==> src/rtl/packing_station_arbiter.sv <==
// Round-robin arbiter sharing one sock packing station between N_LINES request lines.
// Holds the grant for a fixed pack time, pulses ack to the owner and counts completed packs.
module packing_station_arbiter #(
    parameter int unsigned N_LINES     = 4,
    parameter int unsigned PACK_CYCLES = 5,
    parameter int unsigned CNT_W       = 8
) (
    input  logic                   clk_i,
    input  logic                   rst_ni,
    input  logic                   enable_i,
    input  logic [N_LINES-1:0]     req_i,
    input  logic [3*N_LINES-1:0]   pac_code_i,
    output logic [N_LINES-1:0]     grant_o,
    output logic [N_LINES-1:0]     ack_o,
    output logic                   busy_o,
    output logic [2:0]             pac_out_o,
    output logic                   pac_valid_o,
    output logic [CNT_W-1:0]       total_packs_o,
    output logic [1:0]             state_o
);

    localparam int unsigned IdxW = $clog2(N_LINES);
    localparam int unsigned TmrW = (PACK_CYCLES > 1) ? $clog2(PACK_CYCLES) : 1;
    localparam logic [IdxW-1:0] LastInit = IdxW'(N_LINES - 1);
    localparam logic [TmrW-1:0] TmrInit  = TmrW'(PACK_CYCLES - 1);

    typedef enum logic [1:0] {
        StIdle    = 2'b00,
        StGrant   = 2'b01,
        StPack    = 2'b10,
        StRelease = 2'b11
    } state_e;

    state_e             state_q;
    logic [N_LINES-1:0] grant_q;
    logic [N_LINES-1:0] ack_q;
    logic [IdxW-1:0]    owner_q;
    logic [IdxW-1:0]    last_q;
    logic [TmrW-1:0]    timer_q;
    logic [2:0]         pac_out_q;
    logic               pac_valid_q;
    logic [CNT_W-1:0]   total_q;

    logic [2:0]         codes [N_LINES];
    logic               pick_valid;
    logic [IdxW-1:0]    pick_idx;
    logic [IdxW-1:0]    scan_idx;

    always_comb begin
        for (int unsigned i = 0; i < N_LINES; i++) begin
            codes[i] = pac_code_i[3*i +: 3];
        end
    end

    // Search starts just after the last owner so every line gets a turn.
    always_comb begin
        pick_valid = 1'b0;
        pick_idx   = '0;
        scan_idx   = '0;
        for (int unsigned k = 1; k <= N_LINES; k++) begin
            scan_idx = IdxW'((32'(last_q) + k) % N_LINES);
            if (!pick_valid && req_i[scan_idx]) begin
                pick_valid = 1'b1;
                pick_idx   = scan_idx;
            end
        end
    end

    always_ff @(posedge clk_i or negedge rst_ni) begin
        if (!rst_ni) begin
            state_q     <= StIdle;
            grant_q     <= '0;
            ack_q       <= '0;
            owner_q     <= '0;
            last_q      <= LastInit;
            timer_q     <= '0;
            pac_out_q   <= '0;
            pac_valid_q <= 1'b0;
            total_q     <= '0;
        end else begin
            case (state_q)
                StIdle: begin
                    if (enable_i && pick_valid) begin
                        grant_q     <= N_LINES'(1) << pick_idx;
                        owner_q     <= pick_idx;
                        pac_out_q   <= codes[pick_idx];
                        pac_valid_q <= 1'b1;
                        state_q     <= StGrant;
                    end
                end
                StGrant: begin
                    pac_valid_q <= 1'b0;
                    timer_q     <= TmrInit;
                    state_q     <= StPack;
                end
                StPack: begin
                    if (timer_q == '0) begin
                        ack_q   <= grant_q;
                        state_q <= StRelease;
                    end else begin
                        timer_q <= timer_q - 1'b1;
                    end
                end
                StRelease: begin
                    ack_q   <= '0;
                    grant_q <= '0;
                    last_q  <= owner_q;
                    if (total_q != '1) begin
                        total_q <= total_q + 1'b1;
                    end
                    state_q <= StIdle;
                end
                default: state_q <= StIdle;
            endcase
        end
    end

    assign grant_o       = grant_q;
    assign ack_o         = ack_q;
    assign busy_o        = (state_q != StIdle);
    assign pac_out_o     = pac_out_q;
    assign pac_valid_o   = pac_valid_q;
    assign total_packs_o = total_q;
    assign state_o       = state_q;

endmodule

==> config.mk <==
export PLATFORM = sky130hd
export DESIGN_NAME = packing_station_arbiter
export DESIGN_NICKNAME = d
export VERILOG_FILES = /design/src/rtl/packing_station_arbiter.sv
export SDC_FILE = /design/constraint.sdc
export NUM_CORES = 1
export LEC_CHECK = 0
export ABC_AREA = 1
export CAP_MARGIN = 10
export CORE_MARGIN = 2
export CORE_UTILIZATION = 30
export CTS_CLUSTER_DIAMETER = 80
export DETAILED_ROUTE_END_ITERATION = 7
export GPL_TIMING_DRIVEN = 0
export PLACE_DENSITY = 0.5
export SLEW_MARGIN = 5
export SYNTH_ARGS = -nofsm -noshare
export SYNTH_HDL_FRONTEND = slang
export SYNTH_SLANG_ARGS = --single-unit
==> constraint.sdc <==
create_clock -name clk_i -period 4.7 [get_ports clk_i]
set_clock_uncertainty 0.15 [all_clocks]
set_input_delay 0.705 -clock clk_i [delete_from_list [all_inputs] [get_ports clk_i]]
set_output_delay 0.705 -clock clk_i [all_outputs]
set_load 0.01 [all_outputs]
==> Word-level counts from Yosys, hierarchy flattened <==
Index checks and enable logic that the tools add are counted.
{ "classes": {"addsub": 6, "order_cmp": 5, "n_eq_ne": 7, "shifts": 1, "n_mux": 30, "bitwise": 1, "reduce_logical": 21} }
{ "op_table": {"columns": ["operator", "count"], "rows": [
  ["4-bit case mux with 2 select lines", 2],
  ["2-bit AND reduction", 7],
  ["2-bit by 3-bit < comparator with 1-bit output, second input constant", 4],
  ["2-bit 2-to-1 mux", 6],
  ["2-bit nonzero test", 5],
  ["1-bit 2-to-1 mux", 9],
  ["3-bit 2-to-1 mux", 3],
  ["8-bit by 1-bit adder with 8-bit output, second input constant", 1],
  ["1-bit binary-select mux with 2-bit select", 4],
  ["4-bit 2-to-1 mux", 2],
  ["8-bit != test, second input constant", 1],
  ["2-bit case mux with 4 select lines", 1],
  ["3-bit binary-select mux with 2-bit select", 1],
  ["2-bit != test, second input constant", 3],
  ["3-bit case mux with 2 select lines", 1],
  ["2-bit by 1-bit adder with 2-bit output, second input constant", 2],
  ["2-bit adder, second input constant", 2],
  ["2-bit == test, second input constant", 2],
  ["1-bit logical AND", 4],
  ["1-bit by 2-bit << shifter with 4-bit output, first input constant", 1],
  ["3-bit greater-or-equal comparator, second input constant", 1],
  ["1-bit zero test", 3],
  ["3-bit zero test", 1],
  ["2-bit inverter with 3-bit output", 1],
  ["4 further kinds", 4]
]} }
{ "word_totals": {"regBits": 29, "in_bits": 19, "wordCells": 80} }

==> Logic depth before layout (Yosys ltp) <==
Gate-level depths: netlist of the first run.
{ "logic_depth": {"ltp_word": 17, "depth_mapped": 16, "ltp_nobuf": 15} }

==> Worst setup path before layout of the first run <==
No wires, ideal clock.
{ "synth_path": {"path_type": "input-to-reg", "startpoint": "input req_i[3]", "endpoint": "register grant_q[3], in the netlist grant_o[3]", "arrival_time_ps": 1602, "required_ps": 4428, "slack_ps": 2826, "cell_stages": 11, "path_buffers": 1, "cell_sequence": "nand2_1 -> nand2_1 -> nand2_1 -> nand2_2 -> nor2_4 -> nand3_2 -> buf_6 -> nand3_4 -> nor2_4 -> nand4_1 -> o21ai_1"} }
{ "synth_via": {"elab_chain_cells": 15, "elab_cells_between_ends": 28} }
{ "synth_rtl": {"columns": ["element", "line_no", "source"], "rows": [
  ["from (decl)", "11", "input logic [N_LINES-1:0] req_i,"],
  ["1-bit binary-select mux with 2-bit select", "62", "if (!pick_valid && req_i[scan_idx]) begin"],
  ["1-bit 2-to-1 mux (not written as such)", "62", null],
  ["1-bit 2-to-1 mux", "62", null],
  ["1-bit zero test", "62", null],
  ["1-bit logical AND", "62", null],
  ["1-bit 2-to-1 mux", "62", null],
  ["1-bit zero test", "62", null],
  ["1-bit logical AND", "62", null],
  ["1-bit 2-to-1 mux", "62", null],
  ["1-bit zero test", "62", null],
  ["1-bit logical AND", "62", null],
  ["2-bit 2-to-1 mux or 1-bit 2-to-1 mux (tied branches)", "62", null],
  ["1-bit by 2-bit << shifter with 4-bit output or 1-bit logical AND (tied branches)", "84, 83", null],
  ["4-bit 2-to-1 mux or 2-bit != test (tied branches)", null, null],
  ["4-bit case mux with 2 select lines or 2-bit AND reduction (tied branches)", null, null],
  ["to (signal assigned)", "84", "grant_q <= N_LINES'(1) << pick_idx;"],
  ["to (decl)", "35", "logic [N_LINES-1:0] grant_q;"]
]} }
Several ways; a longest one is shown, not always the timed one. The select of a mux whose other input is x is not followed.
A chain may end at the register's enable or synchronous reset.

==> Final worst setup path of the first run <==
{ "layout_path": {"startpoint": "register state_q[0], in the netlist state_o[0]", "endpoint": "output busy_o"} }
{ "layout_via": {"elab_chain_cells": 1} }
{ "layout_rtl": {"columns": ["element", "line_no", "source"], "rows": [
  ["from (decl)", "34", "state_e state_q;"],
  ["from (signal assigned)", "71", "state_q <= StIdle;"],
  ["from (signal assigned)", "88", "state_q <= StGrant;"],
  ["from (signal assigned)", "94", "state_q <= StPack;"],
  ["2-bit nonzero test", "120", "assign busy_o = (state_q != StIdle);"],
  ["to (decl)", "15", "output logic busy_o,"]
]} }
No other way between the ends.

==> metrics.cfg, run 1 <==
[cts]
postCtsSetupBuffers=0
insertion_delay_ns=0.28
numCtsBuffers=5
clkSinkCount=29
cts_tree=done
cts_buffer_depth=2
path_clk_slew_ns=0.06
cts-root-buf=clkbuf_8
cts-htree-levels=2
cts_hold_buffers=0
ctsResizeCount=0

[synth]
synthesis.nets=245
yosysTopAreaCell=dfrtp_1
synth_warnings=0
syn_area_sq_um=1730
synth_edf_count=0
synth_area_leaders=dfrtp_1 (39%), nand2_1 (15%), nand3_1 (6.9%)
async_flop_share=1.00
syn_area_per_cell_sq_um=7.95
synthFlopType=dfrtp_1
yosys-top-cells-count=nand2_1 (69), dfrtp_1 (27), nand3_1 (24), inv_1 (22)
netlist_instances=218
yosys.area.top_type_share=0.390
synth.most_common_cell=nand2_1
ys_seq_area_frac=0.420
yosysUniqueCellTypes=27
ys_ff_latch=29

[layout]
syn_to_final_growth_pct=34.4
drive_gt1_frac=0.139
layout.nets=293
stdcell_area_sq_um=2330
multi_input_area_sq_um=873
area.sequential_sq_um=728
final_core_utilization=0.421
num_antenna_cells=0
nFillCells=568

[power]
p_sw_frac=0.449
internal-power_mw=0.899
power_frac_seq=0.278
p_leak_nw=1.11
clkPwrFrac=0.138
ir_drop_uv=313
p_sw_mw=0.732
finalPower_mw=1.63
p_per_area_nw_per_um2=700
comb_power_share=0.584

[global_routing]
grt_max_degree=30
grt_usage=0.137
first_global_vias=1469
antenna_found_initial=0
grt.overflow.total=0
grt_pass1_wl_um=6640

[floorplanning]
dieArea_sq_um=6400
die_y_um=80
rows=27
die-width_um=80
io_pins=42
initial_core_util=0.313
core_area_sq_um=5540

[routing]
drc=0
detail_route.first_pass.iterations=4
via_per_inst=4.45
via_count=1507
wl_um=3970
ant_nets=0
drt_iter0_markers=41
wire_per_inst_um=11.7

[sta]
hold_viol_final=0
post-route-min-period_ns=2.59
worst_slew_pin_slew_ns=0.651
setup_violations=0
tns_ns=0
rsz0062_at_grt=no
fin_crit_sh=0.550
max_slew_margin=0.566
slew_viol_final=0
clock.fmax_ghz=0.386

[worst_setup_path]
critical_path_class=register to primary output
critPathLaunch=state_o[0]
r2r-start=last_q[0]
cp_data_required_time_ns=3.85
critPathArrivalTime_ns=1.73
crit_fanout=4
crit_path_end_kind=primary output
crit_path_start_kind=register

[hold_path]
hold_class=input pin to asynchronous set/reset pin

[job]
maxCapViolations=0

[placement]
io_buffers=41
dpl-instance-area_sq_um=2230
hpwl_um=2800
routabilityCongestion=0.819

[outcome]
outcome=complete, no violations

==> layout make-up <==
class	instances	area share
buffer	2	0.00967
clock buffer	7	0.0414
clock inverter	1	0.00215
inverter	27	0.0467
multi-input combinational	160	0.375
sequential	29	0.313
tap	72	0.0387
timing repair buffer	41	0.174
==> cells in the final DEF (no fill, tap or decap), types with 4 or more instances in the layout <==
cell type / instances
a21oi_1: 4
nand3_1: 24
o21ai_1: 5
inv_2: 4
nand2_2: 10
nand2_1: 69
inv_1: 22
xor2_1: 4
clkbuf_8: 7
ha_1: 8
dfrtp_1: 27
nor2_1: 7
clkdlybuf4s50_1: 40
o21ai_0: 10
==> final timing paths <==
kind	depth (start not counted)	to	slack [ns]
max	4	busy_o	2.11
min	1	ack_o[3]	0.30
max reg2reg	16	pac_out_o[0]	2.60
min reg2reg	2	owner_q[1]	0.34
max in group asynchronous	1	total_packs_o[2]	3.68
min in group clk_i	2	owner_q[1]	0.34
==> through the flow <==
stage / hold WS, ns / cells / setup slack [ns]
after detailed placement: 0.327 / 331 / 2.11
final: 0.301 / 339 / 2.11
after floorplan: 0.259 / 218 / 2.83
after global routing: 0.357 / 339 / 2.00
after global placement: 0.320 / 331 / 2.10
after CTS: 0.333 / 339 / 2.10
==> critical path, cell delays in order, from the launching register on <==
cell             delay [ns]
dfrtp_1                0.41
inv_1                  0.11
ha_1                   0.31
inv_1                  0.09
clkdlybuf4s50_1        0.53
==> logic make-up (layout without fill, tap and decap cells) <==
| kind of cell | count (synthesis) | in the layout | share of synthesized area |
|---|---|---|---|
| fa+ha+maj | 8 | 8 | 0.0578 |
| compound gates | 22 | 22 | 0.0686 |
| xor+xnor | 7 | 7 | 0.0354 |
| buf+inv | 29 | 78 | 0.0758 |
| simple gates | 122 | 122 | 0.336 |
| flops | 29 | 29 | 0.420 |
| mux | 1 | 1 | 0.00650 |
==> flip-flops by register name, indices dropped and copies added, names as in the netlist <==
signal         count
last_q             2
state_o            2
pac_out_o          3
total_packs_o      8
timer_q            3
ack_o              4
owner_q            2
pac_valid_o        1
grant_o            4
==> metal layers <==
layer | wire, um | up-vias | GRT usage
li1 | - | 790 | -
met2 | 1600 | 42 | 0.185
met5 | 0 | - | 0
met4 | 62 | 0 | 0.0508
met3 | 275 | 5 | 0.0498
met1 | 2040 | 670 | 0.197
==> power groups by stage <==
stage / clock (mW) / combinational (mW) / sequential [mW]
6_report: 0.226 / 0.952 / 0.453
4_1_cts: 0.234 / 0.966 / 0.456
3_5_place_dp: 0 / 0.957 / 0.457
2_1_floorplan: 0 / 0.597 / 0.480
3_3_place_gp: 0 / 0.954 / 0.460
5_1_grt: 0.247 / 1.08 / 0.470
(Power assumes the default switching activity.)
==> run 2, diff against run 1 <==
==> constraint.sdc (replaced) <==
create_clock -name clk_i -period 2.45 [get_ports clk_i]
set_clock_uncertainty 0.15 [all_clocks]
set_input_delay 0.3675 -clock clk_i [delete_from_list [all_inputs] [get_ports clk_i]]
set_output_delay 0.3675 -clock clk_i [all_outputs]
set_load 0.01 [all_outputs]
==> run 2 against run 1 <==
  * Critical path depth unchanged
  * Critical endpoint unchanged
  * Largest power group unchanged
  * Sequential power up 92%
  * Via count increased by 0.73%
==> metrics.cfg, run 2 (synthesis results as in run 1) <==
[sta]
fin_crit_sh=0.918
post-route-min-period_ns=2.25
rsz0062_at_grt=no
max_slew_margin=0.566
timing.final.ws_setup_ns=0.201
slew_viol_final=0
clock.fmax_ghz=0.445
worst_slew_pin_slew_ns=0.651
setup_violations=0
hold_viol_final=0
tns_ns=0

[job]
maxCapViolations=0

[cts]
path_clk_slew_ns=0.06
cts-htree-levels=2
insertion_delay_ns=0.28
postCtsSetupBuffers=0
cts_tree=done
clkSinkCount=29
cts-root-buf=clkbuf_8
cts_buffer_depth=2
numCtsBuffers=5

[power]
p_per_area_nw_per_um2=1340
ir_drop_uv=601
p_leak_nw=1.11
finalPower_mw=3.13

[worst_setup_path]
crit_path_end_kind=primary output
slowest_stage=clkdlybuf4s50_1
crit_path_start_kind=register
critical_path_class=register to primary output
crit_chain=inv_1 > ha_1 > inv_1 > clkdlybuf4s50_1
critPathArrivalTime_ns=1.73
crit_fanout=4
max_stage_delay_ns=0.53
crit_path_frequent_cell=inv_1
cp_data_required_time_ns=1.93

[floorplanning]
die_y_um=80
rows=27
die-width_um=80
io_pins=42
dieArea_sq_um=6400
initial_core_util=0.313
core_area_sq_um=5540

[outcome]
outcome=complete, no violations

[routing]
wire_per_inst_um=11.7
drc=0
wl_um=3980
via_count=1518
detail_route.first_pass.iterations=4
via_per_inst=4.46
drt_iter0_markers=48
ant_nets=0

[global_routing]
antenna_found_initial=0
first_global_vias=1483
grt.overflow.total=0
grt_max_degree=30
grt_usage=0.138
grt_pass1_wl_um=6670

[layout]
nFillCells=567
layout_commonest_cell=nand2_1
num_antenna_cells=0
syn_to_final_growth_pct=35.0
final_core_utilization=0.422
layout.nets=294
drive_gt1_frac=0.138
largest_register_ffs=8
final_cell_mix=nand2_1 (69), clkdlybuf4s50_1 (40), dfrtp_1 (27)

[placement]
preCtsSetupSlack_ns=0.202
routabilityCongestion=0.819
io_buffers=41
hpwl_um=2800

[hold_path]
hold_class=register to register

run 2: worst paths after layout:
| check | cells past startpoint | endpoint | slack [ns] | startpoint |
|---|---|---|---|---|
| min reg2reg | 2 | owner_q[1] | 0.34 | owner_q[1] |
| max reg2reg | 16 | pac_out_o[0] | 0.34 | last_q[0] |
| max | 4 | busy_o | 0.20 | state_o[0] |
| min | 2 | owner_q[1] | 0.34 | owner_q[1] |
| min in group asynchronous | 2 | state_o[0] | 0.50 | rst_ni |
| max in group asynchronous | 2 | total_packs_o[2] | 1.23 | rst_ni |
run 2: timing repair:
| item | 4_1_cts | 5_1_grt |
|---|---|---|
| hold buffers | 1 | 0 |
| hold endpoints to repair | 26 | 0 |
| resized for setup | 0 | 0 |
run 2: cell type report:
cell class | count | area, sq um | share of cell area
clock inverter | 1 | 5.00 | 0.00214
multi-input combinational | 160 | 873 | 0.373
tap | 72 | 90.1 | 0.0385
clock buffer | 7 | 96.3 | 0.0412
sequential | 29 | 728 | 0.311
inverter | 27 | 109 | 0.0465
timing repair buffer | 42 | 415 | 0.178
buffer | 2 | 22.5 | 0.00963
run 2: per-stage QoR:
stage	hold WS [ns]	cell area [sq um]	instances
finish	0.338	2340	340
global route	0.359	2340	340
CTS	0.345	2340	340
detailed placement	0.295	2230	331
global placement	0.320	2230	331
floorplan	-0.0781	1730	218
run 2: routing by layer:
metal | vias to the layer above | global-route usage | part of all wire
met5 | - | 0 | 0
met4 | 0 | 0.0508 | 0.016
met3 | 5 | 0.0498 | 0.068
met2 | 42 | 0.193 | 0.41
met1 | 679 | 0.192 | 0.51
li1 | 792 | - | -
run 2: critical path: cells and delay by family (launching register included):
family	cells	cell delay (ns)
flops	1	0.41
buf+inv	3	0.73
fa+ha+maj	1	0.31
run 2: power by group:
group | internal (mW) | switching (mW) | leakage, nW
clock | 0.253 | 0.179 | 0.0542
combinational | 0.772 | 1.06 | 0.692
sequential | 0.700 | 0.169 | 0.368
==> run 3, diff against run 2 <==
--- a/config.mk
+++ b/config.mk
@@ -6,7 +6,7 @@
 export NUM_CORES = 1
 export LEC_CHECK = 0
 export ABC_AREA = 1
-export CAP_MARGIN = 10
+export CAP_MARGIN = 5
 export CORE_MARGIN = 2
 export CORE_UTILIZATION = 30
 export CTS_CLUSTER_DIAMETER = 80
==> results of run 3 <==
The final DEF is identical to that of run 2; final timing and power are the same.
==> patch: new RTL, settings of run 2 <==
`PACK_CYCLES`: 5 -> 4.
--- a/src/rtl/packing_station_arbiter.sv
+++ b/src/rtl/packing_station_arbiter.sv
@@ -4,3 +4,3 @@
     parameter int unsigned N_LINES     = 4,
-    parameter int unsigned PACK_CYCLES = 5,
+    parameter int unsigned PACK_CYCLES = 4,
     parameter int unsigned CNT_W       = 8
Behaviour: not the same (a bounded check fails within 10 cycles, from zero or initial values and one cycle with rst_ni low).
==> patch against run 2 <==
Worst setup slack got worse by 6.4 ps. Area after synthesis fell by 0.72%. Largest cell class unchanged. Maximum frequency fell by 0.28%. Total power fell by 4.1%. Count of clock-buffer cells in the layout fell by 3. Routed wire length fell by 9.5%. Final area fell by 1.6%. Sequential cell count fell by 1. Largest power group unchanged.
==> patch: results (changes against run 2) <==
SETUP PATH
---------------------------------------------------------------------------------
CP Max Fanout                                                                   4   unchanged
Largest incremental delay on the critical path                             560 ps   +30 ps
Startpoint of the lowest-slack register-to-register path             last_q[0]$_DFFE_PN1P_

GLOBAL ROUTING
---------------------------------------------------------------------------------
Maximum number of pins on one net before global-route repair                   16   -47%
Vias in the first global route                                               1391   -6.2%
All-layer global routing usage                                             11.97%   -1.8 points
Global-route wire length before repair                                   6.099 mm   -8.6%

YOSYS
---------------------------------------------------------------------------------
Seq/Total Area, Yosys                                                      40.87%   -1.1 points
Number of warnings reported in the yosys synthesis log                          0   unchanged
Fraction of the mapped netlist area in adder cells                         5.091%   -0.69 points
Top cells by instance count after synthesis                          sky130_fd_sc_hd__nand2_1 (56), sky130_fd_sc_hd__dfrtp_1 (26), sky130_fd_sc_hd__nand2_2 (23)
Count of unique library cells instantiated by Yosys                            29   +7.4%
Syn_nets                                                                      235   -4.1%
Share of cell area taken by muxes after synthesis                         0.6545%   +0.0047 points
Fraction of the mapped netlist area in compound gates                      7.782%   +0.92 points
Ranking of synthesized cells by area                                 sky130_fd_sc_hd__dfrtp_1 (38%), sky130_fd_sc_hd__nand2_1 (12%), sky130_fd_sc_hd__nand2_2 (8.4%), sky130_fd_sc_hd__nand3_1 (5.8%), sky130_fd_sc_hd__ha_1 (5.1%)
Post-synthesis xor/xnor area fraction                                      3.055%   -0.48 points

PLACED DESIGN
---------------------------------------------------------------------------------
Detailed placement HPWL                                                  2.849 mm   +1.9%
Number of port buffers                                                         41   unchanged
Post-DP Area                                                         0.002248 sq mm   +0.90%
Routability congestion estimate                                            0.7581   -7.5%
Worst slack after detailed placement                                     88.12 ps   -114.2 ps

DETAILED ROUTING
---------------------------------------------------------------------------------
Detailed-route vias per instance                                            4.355   -2.5%
Count of TritonRoute iterations in the first routing pass                       4   unchanged
Initial DRC Count                                                              23   -52%
Total detailed-routing wirelength                                        3.596 mm   -9.5%

CLOCK TREE
---------------------------------------------------------------------------------
H-tree levels                                                                   1   -1
Num CTS Buffers                                                                 3   -2
Clock slew seen by the registers of the worst setup and hold paths          90 ps   +30 ps

WORST HOLD PATH
---------------------------------------------------------------------------------
Hold_sp                                                              pac_out_o[1]$_DFFE_PN0P_

FINAL LAYOUT
---------------------------------------------------------------------------------
Share of post-route cells with drive strength above 1                      20.00%   +6.2 points
Max FFs per register                                                            8   unchanged
# nets final                                                                  282   -4.1%

PWR
---------------------------------------------------------------------------------
Lkg Pwr                                                               0.001060 uW   -4.9%
Worst VDD drop                                                          0.5297 mV   -12%

FLOORPLANNING
---------------------------------------------------------------------------------
Std cell rows                                                                  27   unchanged

STA
---------------------------------------------------------------------------------
Slew at the pin closest to its max-slew limit                            742.0 ps   +91.03 ps

RUN STATUS
---------------------------------------------------------------------------------
Status                                                               finished, final reports clean

==> patch: where the power goes <==
group | leakage [uW] | switching (uW) | internal, uW
clock | 0.0000288 | 134 | 144
combinational | 0.000678 | 1090 | 796
sequential | 0.000353 | 166 | 671
total | 0.00106 | 1390 | 1610
==> patch: cell type report <==
cell class	count	area, sq um
clock buffers	4	55.05
fillers	575	3203
inverters	28	110.1
multi-input cells	153	907.1
flip-flops and latches	28	703.2
well taps	72	90.09
repair buffers	42	437.9
==> patch: cell families after synthesis <==
logic type,after synthesis
multiplexers,1
flip-flops,28
AO/OA/AOI/OAI,20
adder cells (fa/ha/maj),7
buffers and inverters,28
XOR/XNOR,6
AND/OR/NAND/NOR,119
==> patch: path summary, 6_finish.rpt <==
check                           slack (ps)  cells past startpoint                        to
worst min register to register         340                      2  pac_out_o[1]$_DFFE_PN0P_
worst min-delay path                   340                      2  pac_out_o[1]$_DFFE_PN0P_
min in group asynchronous              380                      1      ack_o[2]$_DFFE_PN0P_
worst max register to register         340                     13  pac_out_o[0]$_DFFE_PN0P_
max in group asynchronous             1160                      2     last_q[0]$_DFFE_PN1P_
worst max-delay path                   190                      4                    busy_o
==> patch: worst min-delay path, cell delays in order (launching register included) <==
cell and delay [ps]:
sky130_fd_sc_hd__dfrtp_1 350, sky130_fd_sc_hd__nand2_1 60, sky130_fd_sc_hd__nand2_1 60
==> patch: metal layers <==
metal	wire, um	vias to the layer above	track usage, %
met5	0	-	0
met4	38	0	4.138
met3	221	2	1.810
met2	1615	34	19.75
met1	1720	632	15.93
li1	-	756	-
==> patch: metrics by stage <==
step           util, %  total power (uW)  cells
3_5_place_dp     40.83              2767    323
5_1_grt          41.83              3307    327
6_report         41.83              3000    327
2_1_floorplan        -              2130    209
3_3_place_gp     40.33              2750    322
4_1_cts          41.83              3062    327
